--- config.mk ---
export PLATFORM = sky130hd
export DESIGN_NAME = fp_add_issuer_flat
export DESIGN_NICKNAME = d
export VERILOG_FILES = /design/src/rtl/fp_issue_pkg.sv /design/src/rtl/fp_add_issuer_if.sv /design/src/rtl/fp_req_fifo.sv /design/src/rtl/fp_add_issuer.sv /design/src/flat_wrapper.sv
export SDC_FILE = /design/constraint.sdc
export NUM_CORES = 1
export LEC_CHECK = 0
export ABC_AREA = 1
export BUFFER_PORTS_ARGS = -buffer_cell sky130_fd_sc_hd__buf_4
export CAP_MARGIN = 0
export CELL_PAD_IN_SITES_DETAIL_PLACEMENT = 0
export CELL_PAD_IN_SITES_GLOBAL_PLACEMENT = 1
export CORE_ASPECT_RATIO = 1.1
export CORE_UTILIZATION = 49
export DETAILED_ROUTE_END_ITERATION = 16
export MAX_ROUTING_LAYER = met4
export PLACE_DENSITY_LB_ADDON = 0.12
export SLEW_MARGIN = 10
export SYNTH_ARGS = -nofsm -noshare
export SYNTH_HDL_FRONTEND = slang
export SYNTH_SLANG_ARGS = --single-unit
--- constraint.sdc ---
create_clock -name clk -period 12.2 [get_ports clk]
set_input_delay 1.22 -clock clk [delete_from_list [all_inputs] [get_ports clk]]
set_output_delay 1.22 -clock clk [all_outputs]
set_load 0.02 [all_outputs]
--- src/rtl/fp_issue_pkg.sv ---
// fp_issue_pkg: shared types and constants for the fp_add_issuer front end.
//   - op codes driven to / accepted from the float_point_add unit
//   - issuer FSM state encoding
//   - quiet NaN returned on illegal ops and timeouts
//   - request record buffered in the request FIFO (66 bits)
package fp_issue_pkg;

  localparam logic [1:0] OP_IDLE = 2'b00;
  localparam logic [1:0] OP_ADD  = 2'b01;
  localparam logic [1:0] OP_SUB  = 2'b10;
  localparam logic [1:0] OP_RSV  = 2'b11;

  localparam logic [31:0] QNAN = 32'h7FC0_0000;

  typedef enum logic [1:0] {
    ST_IDLE,
    ST_ISSUE,
    ST_WAIT,
    ST_RESP
  } state_t;

  typedef struct packed {
    logic [1:0]  op;
    logic [31:0] a;
    logic [31:0] b;
  } req_t;

  // Only add and sub ever reach the adder.
  function automatic logic op_legal(input logic [1:0] op);
    return (op == OP_ADD) || (op == OP_SUB);
  endfunction

endpackage

--- src/rtl/fp_add_issuer_if.sv ---
// fp_add_issuer_if: bundle of the issuer's request, adder and response signals.
//   request  : iReqValid/oReqReady handshake carrying iReqA, iReqB, iReqOp
//   adder    : oA/oB/oOp single-cycle issue pulse, iF/iDone completion
//   response : oResValid/iResReady handshake carrying oResF, oResErr
//   status   : oStray (sticky unexpected iDone)
// modport slave  - the issuer's view
// modport master - the environment's view (upstream, adder, consumer)
interface fp_add_issuer_if;

  logic        iReqValid;
  logic        oReqReady;
  logic [31:0] iReqA;
  logic [31:0] iReqB;
  logic [1:0]  iReqOp;
  logic [31:0] oA;
  logic [31:0] oB;
  logic [1:0]  oOp;
  logic [31:0] iF;
  logic        iDone;
  logic        oResValid;
  logic        iResReady;
  logic [31:0] oResF;
  logic        oResErr;
  logic        oStray;

  modport slave (
    input  iReqValid, iReqA, iReqB, iReqOp, iF, iDone, iResReady,
    output oReqReady, oA, oB, oOp, oResValid, oResF, oResErr, oStray
  );

  modport master (
    output iReqValid, iReqA, iReqB, iReqOp, iF, iDone, iResReady,
    input  oReqReady, oA, oB, oOp, oResValid, oResF, oResErr, oStray
  );

endinterface

--- src/rtl/fp_req_fifo.sv ---
// fp_req_fifo: synchronous request FIFO, DEPTH entries of req_t.
//   clk, resetn : clock, synchronous active-low flush
//   push, din   : write din when push (caller guarantees !full)
//   pop         : drop head when pop (caller guarantees !empty)
//   head        : current head entry (valid when !empty)
//   full, empty : derived from a registered occupancy count
module fp_req_fifo
  import fp_issue_pkg::*;
#(
  parameter int DEPTH = 4
) (
  input  logic clk,
  input  logic resetn,
  input  logic push,
  input  req_t din,
  input  logic pop,
  output req_t head,
  output logic full,
  output logic empty
);

  localparam int AW = $clog2(DEPTH);

  req_t          mem [DEPTH];
  logic [AW-1:0] wr_ptr;
  logic [AW-1:0] rd_ptr;
  logic [AW:0]   count;

  always_ff @(posedge clk) begin
    if (push) mem[wr_ptr] <= din;
  end

  always_ff @(posedge clk) begin
    if (!resetn) begin
      wr_ptr <= '0;
      rd_ptr <= '0;
      count  <= '0;
    end else begin
      if (push) wr_ptr <= wr_ptr + 1'b1;
      if (pop)  rd_ptr <= rd_ptr + 1'b1;
      case ({push, pop})
        2'b10:   count <= count + 1'b1;
        2'b01:   count <= count - 1'b1;
        default: count <= count;
      endcase
    end
  end

  assign head  = mem[rd_ptr];
  assign full  = (count == (AW+1)'(DEPTH));
  assign empty = (count == '0);

endmodule

--- src/rtl/fp_add_issuer.sv ---
// fp_add_issuer: initiator front end for the float_point_add unit.
// Buffers add/sub requests, issues one at a time to the adder as a single
// cycle oA/oB/oOp pulse, waits for iDone and returns the result over a
// valid/ready response channel, strictly in request order.
//   clk    : clock
//   resetn : synchronous active-low reset (flushes FIFO, FSM to IDLE)
//   bus    : fp_add_issuer_if.slave (request, adder, response, oStray)
// Build option: FP_ISSUE_TIMEOUT_EN bounds WAIT to TIMEOUT cycles and
// answers an expired operation with oResErr=1 / QNAN.
//
// state | meaning
// IDLE  | waiting for a FIFO entry; illegal op is answered directly
// ISSUE | one-cycle adder pulse from FIFO head, head popped
// WAIT  | one operation outstanding, waiting for iDone
// RESP  | result held on oResF/oResErr until iResReady
module fp_add_issuer
  import fp_issue_pkg::*;
#(
  parameter int FIFO_DEPTH = 4,
  parameter int TIMEOUT    = 64
) (
  input logic           clk,
  input logic           resetn,
  fp_add_issuer_if.slave bus
);

  if (FIFO_DEPTH < 2 || (FIFO_DEPTH & (FIFO_DEPTH - 1)) != 0) begin : g_bad_depth
    $error("fp_add_issuer: FIFO_DEPTH must be a power of 2 and >= 2");
  end
  if (TIMEOUT < 1) begin : g_bad_timeout
    $error("fp_add_issuer: TIMEOUT must be >= 1");
  end

  state_t      state;
  req_t        din;
  req_t        head;
  logic        full;
  logic        empty;
  logic        push;
  logic        pop;

  logic [31:0] a_q;
  logic [31:0] b_q;
  logic [1:0]  op_q;
  logic        rv_q;
  logic [31:0] f_q;
  logic        err_q;
  logic        stray_q;

`ifdef FP_ISSUE_TIMEOUT_EN
  localparam int TW = $clog2(TIMEOUT) + 1;
  logic [TW-1:0] tmr;
`endif

  assign din  = '{op: bus.iReqOp, a: bus.iReqA, b: bus.iReqB};
  // No-ops complete the handshake but never occupy an entry.
  assign push = bus.iReqValid && !full && (bus.iReqOp != OP_IDLE);
  assign pop  = (state == ST_ISSUE) ||
                (state == ST_IDLE && !empty && !op_legal(head.op));

  fp_req_fifo #(.DEPTH(FIFO_DEPTH)) u_fifo (
    .clk    (clk),
    .resetn (resetn),
    .push   (push),
    .din    (din),
    .pop    (pop),
    .head   (head),
    .full   (full),
    .empty  (empty)
  );

  always_ff @(posedge clk) begin
    if (!resetn) begin
      state   <= ST_IDLE;
      a_q     <= '0;
      b_q     <= '0;
      op_q    <= OP_IDLE;
      rv_q    <= 1'b0;
      f_q     <= '0;
      err_q   <= 1'b0;
      stray_q <= 1'b0;
`ifdef FP_ISSUE_TIMEOUT_EN
      tmr     <= '0;
`endif
    end else begin
      // Any completion the FSM is not waiting for (including one that lands
      // on the ISSUE cycle) is reported and otherwise ignored.
      if (bus.iDone && state != ST_WAIT) stray_q <= 1'b1;

      case (state)
        ST_IDLE: begin
          if (!empty) begin
            if (op_legal(head.op)) begin
              a_q   <= head.a;
              b_q   <= head.b;
              op_q  <= head.op;
              state <= ST_ISSUE;
            end else begin
              f_q   <= QNAN;
              err_q <= 1'b1;
              rv_q  <= 1'b1;
              state <= ST_RESP;
            end
          end
        end
        ST_ISSUE: begin
          a_q   <= '0;
          b_q   <= '0;
          op_q  <= OP_IDLE;
          state <= ST_WAIT;
`ifdef FP_ISSUE_TIMEOUT_EN
          // Down-counter: terminal count 0 marks the TIMEOUT-th WAIT cycle.
          tmr   <= TW'(TIMEOUT - 1);
`endif
        end
        ST_WAIT: begin
          if (bus.iDone) begin
            f_q   <= bus.iF;
            err_q <= 1'b0;
            rv_q  <= 1'b1;
            state <= ST_RESP;
          end
`ifdef FP_ISSUE_TIMEOUT_EN
          else if (tmr == '0) begin
            f_q   <= QNAN;
            err_q <= 1'b1;
            rv_q  <= 1'b1;
            state <= ST_RESP;
          end else begin
            tmr <= tmr - 1'b1;
          end
`endif
        end
        ST_RESP: begin
          if (bus.iResReady) begin
            rv_q  <= 1'b0;
            state <= ST_IDLE;
          end
        end
        default: state <= ST_IDLE;
      endcase
    end
  end

  assign bus.oReqReady = !full;
  assign bus.oA        = a_q;
  assign bus.oB        = b_q;
  assign bus.oOp       = op_q;
  assign bus.oResValid = rv_q;
  assign bus.oResF     = f_q;
  assign bus.oResErr   = err_q;
  assign bus.oStray    = stray_q;

endmodule

--- src/flat_wrapper.sv ---
// flat-port wrapper written by rule: the top's interface ports become plain ports
module fp_add_issuer_flat import fp_issue_pkg::*;
#(
  parameter int FIFO_DEPTH = 4,
  parameter int TIMEOUT    = 64
)
  (clk, resetn, bus_iReqValid, bus_iReqA, bus_iReqB, bus_iReqOp, bus_iF, bus_iDone, bus_iResReady, bus_oReqReady, bus_oA, bus_oB, bus_oOp, bus_oResValid, bus_oResF, bus_oResErr, bus_oStray);
  fp_add_issuer_if bus_i ();
  input logic clk;
  input logic resetn;
  input wire logic [$bits(bus_i.iReqValid)-1:0] bus_iReqValid;
  input wire logic [$bits(bus_i.iReqA)-1:0] bus_iReqA;
  input wire logic [$bits(bus_i.iReqB)-1:0] bus_iReqB;
  input wire logic [$bits(bus_i.iReqOp)-1:0] bus_iReqOp;
  input wire logic [$bits(bus_i.iF)-1:0] bus_iF;
  input wire logic [$bits(bus_i.iDone)-1:0] bus_iDone;
  input wire logic [$bits(bus_i.iResReady)-1:0] bus_iResReady;
  output wire logic [$bits(bus_i.oReqReady)-1:0] bus_oReqReady;
  output wire logic [$bits(bus_i.oA)-1:0] bus_oA;
  output wire logic [$bits(bus_i.oB)-1:0] bus_oB;
  output wire logic [$bits(bus_i.oOp)-1:0] bus_oOp;
  output wire logic [$bits(bus_i.oResValid)-1:0] bus_oResValid;
  output wire logic [$bits(bus_i.oResF)-1:0] bus_oResF;
  output wire logic [$bits(bus_i.oResErr)-1:0] bus_oResErr;
  output wire logic [$bits(bus_i.oStray)-1:0] bus_oStray;
  assign bus_i.iReqValid = bus_iReqValid;
  assign bus_i.iReqA = bus_iReqA;
  assign bus_i.iReqB = bus_iReqB;
  assign bus_i.iReqOp = bus_iReqOp;
  assign bus_i.iF = bus_iF;
  assign bus_i.iDone = bus_iDone;
  assign bus_i.iResReady = bus_iResReady;
  assign bus_oReqReady = bus_i.oReqReady;
  assign bus_oA = bus_i.oA;
  assign bus_oB = bus_i.oB;
  assign bus_oOp = bus_i.oOp;
  assign bus_oResValid = bus_i.oResValid;
  assign bus_oResF = bus_i.oResF;
  assign bus_oResErr = bus_i.oResErr;
  assign bus_oStray = bus_i.oStray;
  fp_add_issuer #(.FIFO_DEPTH(FIFO_DEPTH), .TIMEOUT(TIMEOUT)) u_core (.clk(clk), .resetn(resetn), .bus(bus_i));
endmodule
Word-level counts from Yosys, hierarchy flattened
Memory sizes are Yosys's and may differ from the RTL's. A register that Yosys moved wholly into a read port is not among the register bits.
Index checks and enable logic that the tools add are counted.
{ "word_totals": {"word_cells": 81, "out_inout_bits": 102, "mem_count": 1, "mem_bits_rw": 264, "register_bits": 110, "mem_bits_ro": 0, "inputBits": 103, "latch_bits": 0} }
{ "memory_table": {"columns": ["name", "depth", "word_bits", "rd", "rd_ports_with_merged_regs", "write_ports", "line_no", "text"], "rows": [
  ["u_core.u_fifo.mem", 4, 66, 1, 1, 1, "fp_req_fifo.sv:24", "req_t mem [DEPTH];"]
]} }
{ "op_classes": {"n_lt_le_gt_ge": 0, "n_bitwise": 0, "addsub": 4, "multipliers": 0, "mux": 30, "shift": 0, "div": 0, "eq_ne": 14, "n_reduce_logical": 21} }
{ "ops": {"columns": ["cell", "n"], "rows": [
  ["32-bit two-way mux", 7],
  ["32-bit one-hot mux with 2 select lines", 3],
  ["2-bit two-way mux", 8],
  ["2-bit != test, second input constant", 6],
  ["2-bit equality test, second input constant", 4],
  ["2-bit one-hot mux with 4 select lines", 1],
  ["2-bit nonzero test", 4],
  ["1-bit two-way mux", 7],
  ["2-bit by 1-bit equality test with 1-bit output, second input constant", 3],
  ["3-bit one-hot mux with 2 select lines", 1],
  ["3-bit AND reduction", 2],
  ["1-bit logical AND", 5],
  ["5-bit AND reduction", 1],
  ["2-bit by 1-bit adder with 2-bit output, second input constant", 2],
  ["2-bit one-hot mux with 2 select lines", 1],
  ["4-bit AND reduction", 1],
  ["3-bit by 1-bit adder with 3-bit output, second input constant", 1],
  ["3-bit equality test, second input constant", 1],
  ["1-bit zero test", 3],
  ["3-bit zero test", 1],
  ["1-bit one-hot mux with 3 select lines", 1],
  ["3-bit nonzero test", 1],
  ["3-bit by 1-bit subtractor with 3-bit output, second input constant", 1],
  ["2-bit zero test", 1],
  ["other kinds (2)", 3]
]} }

Longest topological paths before layout
Gate-level depths: netlist of the first run.
{ "depth": {"depth_word": 7, "mapped_depth": 17, "mapped_depth_nobuf": 16} }

Cells and area by module
A second synthesis of the first run with hierarchy kept.
{ "unflattened": {"cells_unflattened": 1479, "area_unflattened_um2": 15771.4} }
{ "by_module_without_submodules": {"columns": ["module", "n_inst", "area_per_inst_um2", "cells_per_inst"], "rows": [
  ["fp_req_fifo", 1, 10821.6, 695],
  ["fp_add_issuer", 1, 4949.7, 784]
]} }

Worst setup path after synthesis of the first run
Ideal clock, no wire load.
{ "synth_timing": {"kind": "input -> register", "from": "input bus_iReqValid", "to": "memory u_core.u_fifo.mem[0][0] (netlist name), enable pin", "arrival_time_ns": 4.569, "path_slack_ns": 7.140, "path_stages": 4, "path_cell_list": "inv_1 > nor3_1 > inv_1 > nor2_1"} }
{ "synth_between": {"elab_chain_len": 4} }
{ "synth_rtl": {"columns": ["item", "line_no", "text"], "rows": [
  ["start: declaration", "flat_wrapper.sv:11", "input wire logic [$bits(bus_i.iReqValid)-1:0] bus_iReqValid;"],
  ["1-bit logical AND (2 in a row)", "fp_add_issuer.sv:57", "assign push = bus.iReqValid && !full && (bus.iReqOp != OP_IDLE);"],
  ["1-bit two-way mux", "fp_req_fifo.sv:30", "if (push) mem[wr_ptr] <= din;"],
  ["1-bit two-way mux (implied by the code)", "fp_req_fifo.sv:30", null],
  ["end: declaration", "fp_req_fifo.sv:24", null]
]} }
Every way passes these cells.

Worst setup path in the final report of the first run
{ "layout_timing": {"from": "input bus_iReqOp[1]", "to": "memory u_core.u_fifo.mem[1][61] (netlist name), enable pin"} }
{ "layout_between": {"elab_chain_len": 4} }
{ "layout_rtl": {"columns": ["item", "line_no", "text"], "rows": [
  ["start: declaration", "flat_wrapper.sv:14", "input wire logic [$bits(bus_i.iReqOp)-1:0] bus_iReqOp;"],
  ["2-bit nonzero test", "fp_add_issuer.sv:57", null],
  ["1-bit logical AND", "fp_add_issuer.sv:57", null],
  ["1-bit two-way mux", "fp_req_fifo.sv:30", null],
  ["1-bit two-way mux (implied by the code)", "fp_req_fifo.sv:30", null]
]} }
Every way passes these cells.

==> reports/metrics.yaml, run 1 <==
cells_and_area:
  fin_nets: 1491
  drive_gt1_frac: 0.2202
  layout_common_cells: "edfxtp_1, buf_4, nand2_1"
  fillCellCount: 2226
  area_growth_pct: 21.82
  final_core_util: 0.6132
  fin_cells: 1771
  final_common_cell: "edfxtp_1"
  diodes: 0
drt:
  vias: 9515
  dr_wl_met2_mm: 14.80
  wl_per_cell_um: 17.50
  viasPerCell: 5.373
  drt-initial-drc-count: 619
  drt-met1-wl_mm: 13.64
  route.detailed.drc: 0
  top_layer_used: "met4"
  met3_length_mm: 2.009
  wirelength_mm: 31.00
  dr.pass1.iters: 5
  ant_nets: 0
clock_network:
  cts.sinks: 376
  clk_latency_ns: 0.51
  cts_tree: "built"
  clockBufferDepth: 3
  cts_hold_buf: 0
  postCtsSetupRepairBufs: 0
  numCtsBuffers: 39
  cts_resized: 0
  cts-root-buf: "clkbuf_16"
  clk_pin_slew_ns: 0.06
  htreeDepth: 2
yosys:
  synth_area_leaders: "edfxtp_1, dfxtp_1, o21ai_0, nand2_1, nor2_1"
  synth_area_um2: 14150
  synthesis.nets: 1313
  synth-seq-area-share: 0.7188
  synth_top_area_cell: "edfxtp_1"
  syn_inst: 1200
  synth_top_area_frac: 0.5603
  avgSynthCellArea_um2: 11.79
  ys_warn_count: 0
  ys_types: 30
  synth.ff_latch_count: 376
sta:
  setup_ws_ns: 8.735
  finalHoldViolations: 0
  max_freq_mhz: 288.6
  min_period_ns: 3.465
  slew_viol_final: 0
  setup_viol: 0
  rsz0062_at_grt: "no"
  tns_ns: 0
  fin_crit_sh: 0.2840
  tightest_slew_ns: 1.096
  slew_headroom: 0.2678
  fin_skew_ns: 0.01178
power:
  p_clk_frac: 0.303
  pwr_density_cell_nw_per_um2: 237.3
  irDropWorstVdd_v: 0.0001464
  switching_share: 0.3398
  p_int_mw: 2.700
  p_seq_frac: 0.396
  p_sw_mw: 1.390
  total_power_mw: 4.090
  power_frac_comb: 0.300
  power.leakage_nw: 6.230
place:
  dp_cells: 1700
  place.gp.congestion: 0.7616
  dpl_worst_slack_ns: 8.183
  place.detailed.hpwl_mm: 17.65
  port_buffers: 204
setup_path:
  r2r-end: "u_core.bus.oB[9]$_SDFFE_PN0P_"
  cp-start-kind: "primary input"
  arrival_ns: 3.61
  ff2ff_setup_slack_ns: 8.77
  endpoint_kind: "register"
  worstSetupPathType: "primary input to register"
  critPathCapture: "u_core.u_fifo.mem[1][61]$_DFFE_PP_"
  critPathMaxFanout: 34
  critPathLaunch: "bus_iReqOp[1]"
  required_ns: 12.35
  r2r_cells: 12
grt:
  grt_antenna_before_repair: 0
  grt_max_degree: 106
  grt_first_pass_wirelength_mm: 47.77
  overflow: 0
  track_usage: 0.2130
  grt_pass1_vias: 8978
die:
  initial_utilization: 0.5034
  chipHeight_um: 180.2
  die_area_um2: 29560
  die_w_um: 164.0
  io_pins: 205
  num_rows: 64
  core_area_um2: 28110
status:
  status: "completed"
run:
  maxCapViolCount: 0
hold_path:
  hold_class: "register to register"
  hold_depth: 2
-- power by group through the flow --
stage | clock network, mW | registers [mW] | logic, mW
global placement | 0 | 1.64 | 1.23
detailed placement | 0 | 1.65 | 1.24
CTS | 1.27 | 1.62 | 1.24
finish | 1.24 | 1.62 | 1.23
global route | 1.32 | 1.64 | 1.36
floorplan | 0 | 1.73 | 0.776
-- Yosys cell counts --
cell type / n
a21oi_1: 88
a21oi_2: 20
a31oi_1: 2
buf_2: 11
buf_4: 7
buf_6: 7
clkbuf_1: 54
clkinv_1: 1
dfxtp_1: 112
edfxtp_1: 264
fa_1: 1
ha_1: 9
inv_1: 37
inv_2: 1
inv_4: 1
nand2_1: 181
nand2_2: 5
nand2_4: 2
nand3_1: 12
nand4_1: 24
nor2_1: 143
nor2_4: 1
nor3_1: 3
nor3b_1: 1
o211ai_2: 1
o21ai_0: 144
o21ai_1: 1
o21ai_2: 1
o21bai_1: 2
o22ai_1: 64
-- cell type report --
cell class / count / area (µm²) / area share
clock inverter: 27 / 326.6 / 0.01895
timing repair buffer: 216 / 1622 / 0.09408
multi-input combinational: 705 / 3467 / 0.2012
sequential: 376 / 10170 / 0.5903
inverter: 40 / 153.9 / 0.008929
tap: 363 / 454.2 / 0.02635
clock buffer: 44 / 1037 / 0.06018
-- logic make-up after synthesis --
group | synth area share
and+or+nand+nor | 0.1070
AOI/OAI and AO/OA | 0.1265
buffers and inverters | 0.03829
DFF | 0.7188
adders and majority gates | 0.009374
-- worst min path at each step --
stage                                                     from                           endpoint
after global placement       u_core.bus.oResF[28]$_SDFFE_PN0P_  u_core.bus.oResF[28]$_SDFFE_PN0P_
after detailed placement     u_core.bus.oResF[30]$_SDFFE_PN0P_  u_core.bus.oResF[30]$_SDFFE_PN0P_
after CTS                    u_core.bus.oResF[30]$_SDFFE_PN0P_  u_core.bus.oResF[30]$_SDFFE_PN0P_
final                        u_core.bus.oResF[30]$_SDFFE_PN0P_  u_core.bus.oResF[30]$_SDFFE_PN0P_
after floorplan           u_core.u_fifo.rd_ptr[0]$_SDFFE_PN0P_                           register
after global routing         u_core.bus.oResF[23]$_SDFFE_PN0P_  u_core.bus.oResF[23]$_SDFFE_PN0P_
-- stage by stage --
stage,hold slack [ns],instance area (µm²)
floorplan,0.4435,14150
global placement,0.4320,15870
detailed placement,0.4368,15870
CTS,0.4459,17240
global route,0.4592,17240
finish,0.4411,17240
-- layer usage --
layer | GRT usage | vias up
met2 | 0.3446 | 300
met3 | 0.03659 | 41
met5 | - | -
met1 | 0.2784 | 4559
met4 | 0.05407 | 0
li1 | - | 4615
-- worst max-delay path: stages --
cell and delay, ns:
buf_4 0.10, nor2_1 0.07, nor3_1 0.39, inv_1 0.32
nor2_4 0.90, buf_4 0.58
-- sequential cells by signal, summed over array words and instances, names as in the netlist, named ones only --
| register | flops |
|---|---|
| u_core.u_fifo.mem | 264 |
| u_core.bus.oA | 32 |
| u_core.bus.oB | 32 |
| u_core.bus.oResF | 32 |
| u_core.u_fifo.count | 3 |
| u_core.bus.oOp | 2 |
| u_core.state | 2 |
| u_core.u_fifo.rd_ptr | 2 |
| u_core.u_fifo.wr_ptr | 2 |
| u_core.bus.oResErr | 1 |
| u_core.bus.oResValid | 1 |
| u_core.bus.oStray | 1 |
No activity file was read; power rests on OpenSTA's default activity.
==> inputs of run 2 (changes only) <==
- CORE_UTILIZATION: 49 -> 45
- clock period: 12.2 -> 3.35 ns (I/O delays scaled with it)
==> run 2 against run 1 <==
  * Sequential cell count unchanged
  * Utilization down 4.0 points
  * Clock skew about the same
  * Cell area up 2.0%
  * Via count up 0.57%
  * Largest power group unchanged
==> reports/metrics.yaml, run 2 (synthesis gave the netlist of run 1 again) <==
status:
  status: "completed"
cells_and_area:
  final_common_cell: "edfxtp_1"
  regArea_um2: 10170  # unchanged
  largest_reg_flops: 264  # unchanged
  regMostFlops: "u_core.u_fifo.mem"
  layout_common_cells: "edfxtp_1, buf_4, nand2_1"
  drive_gt1_frac: 0.2226  # +0.002435
  area_growth_pct: 24.27
  multiInputGateArea_um2: 3467  # unchanged
  final_area_um2: 17580  # +2.0%
  fillCellCount: 2642  # +19%
  fin_nets: 1534  # +2.9%
clock_network:
  clockBufferDepth: 3  # unchanged
  cts_tree: "built"
  clk_latency_ns: 0.52  # about the same
  htreeDepth: 2  # unchanged
  cts.sinks: 376  # unchanged
  cts_resized: 0  # unchanged
  clk_pin_slew_ns: 0.06  # about the same
  numCtsBuffers: 39  # unchanged
  cts-root-buf: "clkbuf_16"
drt:
  viasPerCell: 5.125  # -4.6%
  wirelength_mm: 32.09  # +3.5%
  ant_nets: 0  # unchanged
  route.detailed.drc: 0  # unchanged
  drt-initial-drc-count: 569  # -8.1%
  dr.pass1.iters: 5  # unchanged
  vias: 9569  # +0.57%
  wl_per_cell_um: 17.19  # -1.8%
hold_path:
  hold_end: "u_core.u_fifo.mem[1][57]$_DFFE_PP_"
  holdCritStartpoint: "bus_iReqA[25]"
  hold_class: "primary input to register"
  hold_depth: 1  # -1
grt:
  grt_pass1_vias: 9292  # +3.5%
  overflow: 0  # unchanged
  grt_max_degree: 99  # -6.6%
  grt_antenna_before_repair: 2  # +2
  track_usage: 0.2072  # -0.005740
  grt_first_pass_wirelength_mm: 50.12  # +4.9%
die:
  core_area_um2: 30680  # +9.2%
  chipHeight_um: 188.0  # +4.3%
  die_area_um2: 32160  # +8.8%
  io_pins: 205  # unchanged
  initial_utilization: 0.4611  # -0.04225
  die_w_um: 171.1  # +4.3%
  num_rows: 67  # +4.7%
power:
  irDropWorstVdd_v: 0.0005278  # +260%
  power.leakage_nw: 6.369  # +2.2%
  pwr_density_cell_nw_per_um2: 827.7  # +250%
sta:
  fin_crit_sh: 0.7522
  timing.hold.ws_ns: 0.01736  # -0.4237 ns
  finalHoldViolations: 0  # unchanged
  rsz0062_at_grt: "no"
  tightest_slew_ns: 1.157  # +0.06116 ns
  min_period_ns: 2.520
  fin_skew_ns: 0.01198  # +0.0001953 ns
  setup_viol: 0  # unchanged
  slew_headroom: 0.2264  # -0.04132
  max_freq_mhz: 396.9
  slew_viol_final: 0  # unchanged
place:
  dpl-instance-area_um2: 16060  # +1.2%
  port_buffers: 204  # unchanged
  place.gp.congestion: 0.7376  # -3.2%
  place.detailed.hpwl_mm: 18.42  # +4.4%
setup_path:
  arrival_ns: 2.93  # -0.68 ns
  required_ns: 3.76  # -8.59 ns
  critPathMaxFanout: 37  # +8.8%
  worstSetupPathType: "register to register"
  cp-start-kind: "register"
  ff2ff_setup_slack_ns: 0.83  # -7.94 ns
  r2r_cells: 14  # +2
  endpoint_kind: "register"
  r2r-end: "u_core.u_fifo.count[2]$_SDFFE_PN0P_"
run:
  maxCapViolCount: 0  # unchanged
[run 2: cell types whose count changed in the layout (fill, tap and decap cells not counted), sizes merged]
cell,before,now
bufinv,8,2
clkinvlp,2,0
clkbuf,44,52
clkinv,19,15
buf,216,228
dlygate4sd3,0,31
inv,38,42
diode,0,2
[run 2: how the worst max path moves through the flow]
stage	startpoint	endpoint	slack, ns	cells past startpoint
floorplan	u_core.u_fifo.count[0]$_SDFFE_PN0P_	u_core.u_fifo.mem[0][0]$_DFFE_PP_	-0.89	4
finish	register	u_core.u_fifo.count[2]$_SDFFE_PN0P_	0.83	14
detailed placement	register	u_core.u_fifo.count[2]$_SDFFE_PN0P_	0.84	14
global route	register	u_core.u_fifo.count[2]$_SDFFE_PN0P_	0.55	14
global placement	register	u_core.u_fifo.count[2]$_SDFFE_PN0P_	0.89	14
CTS	register	u_core.u_fifo.count[2]$_SDFFE_PN0P_	0.83	14
[run 2: stage by stage]
stage / instances / power, mW / utilization / setup TNS (ns) / setup slack, ns
after global placement: 1763 / 10.58 / 0.5236 / 0 / 0.8856
after CTS: 1865 / 14.73 / 0.5729 / 0 / 0.8257
final: 1867 / 14.55 / 0.5731 / 0 / 0.8302
after floorplan: 1200 / 9.139 / - / -236.16 / -0.8945
after detailed placement: 1763 / 10.61 / 0.5236 / 0 / 0.8357
after global routing: 1867 / 15.45 / 0.5731 / 0 / 0.5496
[run 2: power breakdown]
| group | switching [mW] | internal (mW) | total, mW |
|---|---|---|---|
| Clock | 1.70 | 2.37 | 4.07 |
| Sequential | 0.315 | 5.60 | 5.92 |
| Combinational | 3.08 | 1.48 | 4.56 |
| Total | 5.09 | 9.46 | 14.6 |
[run 2: repair_timing]
action                    CTS  global route
hold endpoints to repair  119             0
hold buffers               31             0
buffers inserted            0             0
[run 2: layout make-up]
type,instances,share of cell area
Sequential cell,376,0.5787
Multi-Input combinational cell,705,0.1972
Timing Repair Buffer,259,0.1171
Clock buffer,52,0.05999
Tap cell,414,0.02946
Inverter,40,0.008824
Clock inverter,19,0.008468
Antenna cell,2,0.0002846
[run 2: per-layer routing]
metal  up-vias  GRT usage  part of all wire  wire length [µm]
met5         -          -                 0                 0
met3        45    0.03588             0.061              1967
li1       4703          -                 -                 -
met4         0    0.06353             0.020               649
met1      4563     0.2708              0.45             14370
met2       258     0.3296              0.47             15100
[run 2: critical path, cell delays in order (launching register included)]
cell and delay (ns):
dfxtp_4 0.59, inv_4 0.18, nand2_1 0.13, nand3_1 0.07
nand2_1 0.09, nand2_2 0.09, nand3_1 0.14, nand2_1 0.15
nand2_1 0.11, inv_1 0.07, fa_1 0.43, inv_1 0.06
nand3_1 0.09, a21oi_1 0.14, nor2_1 0.05
==> inputs of run 3 (changes only) <==
- ABC_AREA: 1 -> 0
- CORE_UTILIZATION: 45 -> 43
- clock period: 3.35 -> 2.3 ns (I/O delays scaled with it)
==> run 3 against run 2 <==
  * Sequential share of layout area is 1.5 points lower
  * Register-to-register slack worse by 0.78 ns
  * Wire length is 7.4% lower
  * Maximum frequency is 12% higher
  * Clock-buffer cell count is 1 higher
  * Sequential cell count stayed put
  * Utilization is 0.35 points higher
  * Synthesized cell count is 35% lower
  * Clock skew is 0.0014 ns higher
  * Final cell count is 17% lower
  * Critical endpoint is now u_core.bus.oResF[28]$_SDFFE_PN0P_
  * First-iteration DRC count is 27% lower
==> reports/metrics.yaml, run 3 <==
status:
  status: "completed"
cells_and_area:
  final_common_cell: "edfxtp_1"
  layout_common_cells: "edfxtp_1, buf_4, dfxtp_1"
  fin_nets: 1211  # -21%
  largest_reg_flops: 264  # unchanged
  fillCellCount: 2488  # -5.8%
  regMostFlops: "u_core.u_fifo.mem"
  drive_gt1_frac: 0.3357  # +0.1131
  area_growth_pct: 32.06
  diodes: 0  # -2
  final_core_util: 0.5766  # +0.003529
grt:
  track_usage: 0.1886  # -0.01863
  grt_pass1_vias: 8036  # -14%
  overflow: 0  # unchanged
  grt_max_degree: 49  # -51%
  grt_antenna_before_repair: 0  # -2
  grt_first_pass_wirelength_mm: 44.95  # -10%
sta:
  slew_viol_final: 0  # unchanged
  max_freq_mhz: 444.3  # +12%
  finalHoldViolations: 0  # unchanged
  timing.hold.ws_ns: 0.08374  # +0.06638 ns
  slew_headroom: 0.4866  # +0.2601
  rsz0062_at_grt: "yes"
  tightest_slew_ns: 0.7701  # -0.3868 ns
  fin_crit_sh: 0.9787  # +0.2265
  fin_skew_ns: 0.01343  # +0.001449 ns
  min_period_ns: 2.251  # -0.2689 ns
  setup_viol: 0  # unchanged
yosys:
  synth.most_common_cell: "edfxtp_1"
  synth_edf_count: 264  # unchanged
  ys_warn_count: 0  # unchanged
  synthesis.nets: 899  # -32%
  async_reset_ff_frac: 0  # unchanged
  synthTopCellsByCount: "edfxtp_1, dfxtp_1, nor2_1, a22oi_1, mux4_2"
  avgSynthCellArea_um2: 17.39  # +48%
  synth-main-ff-cell: "edfxtp_1"
  synth_area_leaders: "edfxtp_1, dfxtp_1, mux4_2, a22oi_1, nor2_1"
  synth.ff_latch_count: 376  # unchanged
  synth-seq-area-share: 0.7439  # +0.02513
  synth_top_area_frac: 0.5799  # +0.01959
  syn_inst: 786  # -35%
  ys_types: 34  # +13%
  synth_area_um2: 13670  # -3.4%
  synth_top_area_cell: "edfxtp_1"
run:
  maxCapViolCount: 0  # unchanged
place:
  place.gp.congestion: 0.7219  # -2.1%
  port_buffers: 204  # unchanged
  place.detailed.hpwl_mm: 17.59  # -4.6%
drt:
  wl_per_cell_um: 19.21  # +12%
  vias: 7901  # -17%
  viasPerCell: 5.111  # -0.29%
  route.detailed.drc: 0  # unchanged
  dr.pass1.iters: 4  # -1
  drt-initial-drc-count: 418  # -27%
  ant_nets: 0  # unchanged
  wirelength_mm: 29.70  # -7.4%
clock_network:
  clk_pin_slew_ns: 0.06  # about the same
  cts.sinks: 376  # unchanged
  numCtsBuffers: 39  # unchanged
  cts-root-buf: "clkbuf_16"
  clockBufferDepth: 3  # unchanged
  htreeDepth: 2  # unchanged
  cts_tree: "built"
  clk_latency_ns: 0.52  # about the same
setup_path:
  critPathMaxFanout: 32  # -14%
  worstSetupPathType: "register to register"
  ff2ff_setup_slack_ns: 0.05  # -0.78 ns
  max_stage_delay_ns: 0.56  # -0.03 ns
  r2r_cells: 6  # -8
  path_delay_family: "multiplexers"
  cp_cell_sequence: "mux4_2, xor2_1, o21a_1, or2_1, buf_12, o221a_1"
  arrival_ns: 2.65  # -0.28 ns
  required_ns: 2.70  # -1.06 ns
  endpoint_kind: "register"
  cp-start-kind: "register"
  critPathBufInv: 1  # -2
  crit_path_top_delay_cell: "mux4_2"
  r2r-end: "u_core.bus.oResF[28]$_SDFFE_PN0P_"
hold_path:
  holdCritStartpoint: "bus_iF[5]"
  hold_depth: 4  # +3
  hold_class: "primary input to register"
  hold_end: "u_core.bus.oResF[5]$_SDFFE_PN0P_"
power:
  pwr_density_cell_nw_per_um2: 1125  # +36%
  power.leakage_nw: 6.501  # +2.1%
  irDropWorstVdd_v: 0.0005487  # +4.0%
die:
  die_area_um2: 32510  # +1.1%
  initial_utilization: 0.4366  # -0.02452
  chipHeight_um: 189.0  # +0.55%
  core_area_um2: 31310  # +2.0%
  num_rows: 68  # +1.5%
  die_w_um: 172.0  # +0.55%
  io_pins: 205  # unchanged
run 3: changes by cell type in the layout (fill, tap and decap cells not counted), moves of 19 or more:
cell and change:
nand2_1 -151, o21ai_0 -142, a21oi_1 -85, a22oi_1 +66, mux4_2 +66, o22ai_1 -63, nor2_1 -62, dlygate4sd3_1 +45
inv_1 -29, nor3_1 +25, nand4_1 -24, a31o_1 +23, a21oi_2 -19
run 3: worst min-delay path, delay by kind of cell:
family / cells / cell delay, ns
buffers and inverters: 1 / 0.08
AOI/OAI and AO/OA: 1 / 0.11
and+or+nand+nor: 2 / 0.16
run 3: metal layers:
layer  vias up  global-route usage  wire length, µm
li1       3725                   -                -
met1      3919              0.2383            12700
met2       215              0.3069            14610
met3        42             0.04118             1847
met4         0             0.05106              544
met5         -                   -                0
run 3: worst max path at each step:
| stage | endpoint | slack, ns | depth (start not counted) |
|---|---|---|---|
| finish | u_core.bus.oResF[28]$_SDFFE_PN0P_ | 0.05 | 6 |
| global route | u_core.bus.oResF[26]$_SDFFE_PN0P_ | -0.03 | 6 |
| CTS | u_core.u_fifo.count[2]$_SDFFE_PN0P_ | 0.005 | 8 |
| detailed placement | u_core.u_fifo.count[2]$_SDFFE_PN0P_ | 0.03 | 8 |
| global placement | u_core.u_fifo.count[2]$_SDFFE_PN0P_ | 0.04 | 8 |
| floorplan | u_core.u_fifo.count[2]$_SDFFE_PN0P_ | -0.05 | 8 |
run 3: cell families (layout without fill, tap and decap cells):
group           after synthesis  in the layout  share of synthesized area
buf+inv                      58            398                    0.01721
simple gates                154            154                    0.04869
compound gates              112            112                    0.06480
xor+xnor                      4              4                   0.002563
mux                          72             72                     0.1131
fa+ha+maj                    10             10                   0.009702
flops                       376            376                     0.7439
run 3: what timing repair did:
item / in CTS / in global routing
hold buffers: 76 / 0
hold endpoints to repair: 274 / 0
gates resized for setup: 0 / 4
setup buffers: 0 / 2
setup endpoints to repair: 0 / 20
run 3: power by group:
group / internal, mW / leakage, nW / switching (mW) / total, mW
Combinational: 2.72 / 2.59 / 3.16 / 5.89
Sequential: 8.10 / 3.32 / 0.354 / 8.45
Clock: 3.54 / 0.594 / 2.43 / 5.97
Total: 14.4 / 6.50 / 5.95 / 20.3
run 3: per-stage QoR:
stage | cells | total power, mW | setup TNS, ns | cell area [µm²] | worst slack, ns
floorplan | 786 | 12.17 | -7.424 | 13690 | -0.04943
global placement | 1399 | 14.41 | 0 | 16050 | 0.04343
detailed placement | 1399 | 14.46 | 0 | 16050 | 0.03158
CTS | 1544 | 20.59 | 0 | 18030 | 0.005067
global route | 1546 | 21.31 | -0.1849 | 18050 | -0.03299
finish | 1546 | 20.31 | 0 | 18050 | 0.04905
run 3: final cells by class:
cell class                      count  area [µm²]  share of cell area
Timing Repair Buffer              322        2799              0.1550
Clock inverter                     16       122.6            0.006792
Inverter                            7       26.28            0.001455
Tap cell                          420       525.5             0.02911
Sequential cell                   376       10180              0.5637
Clock buffer                       53        1091             0.06043
Multi-Input combinational cell    352        3312              0.1834
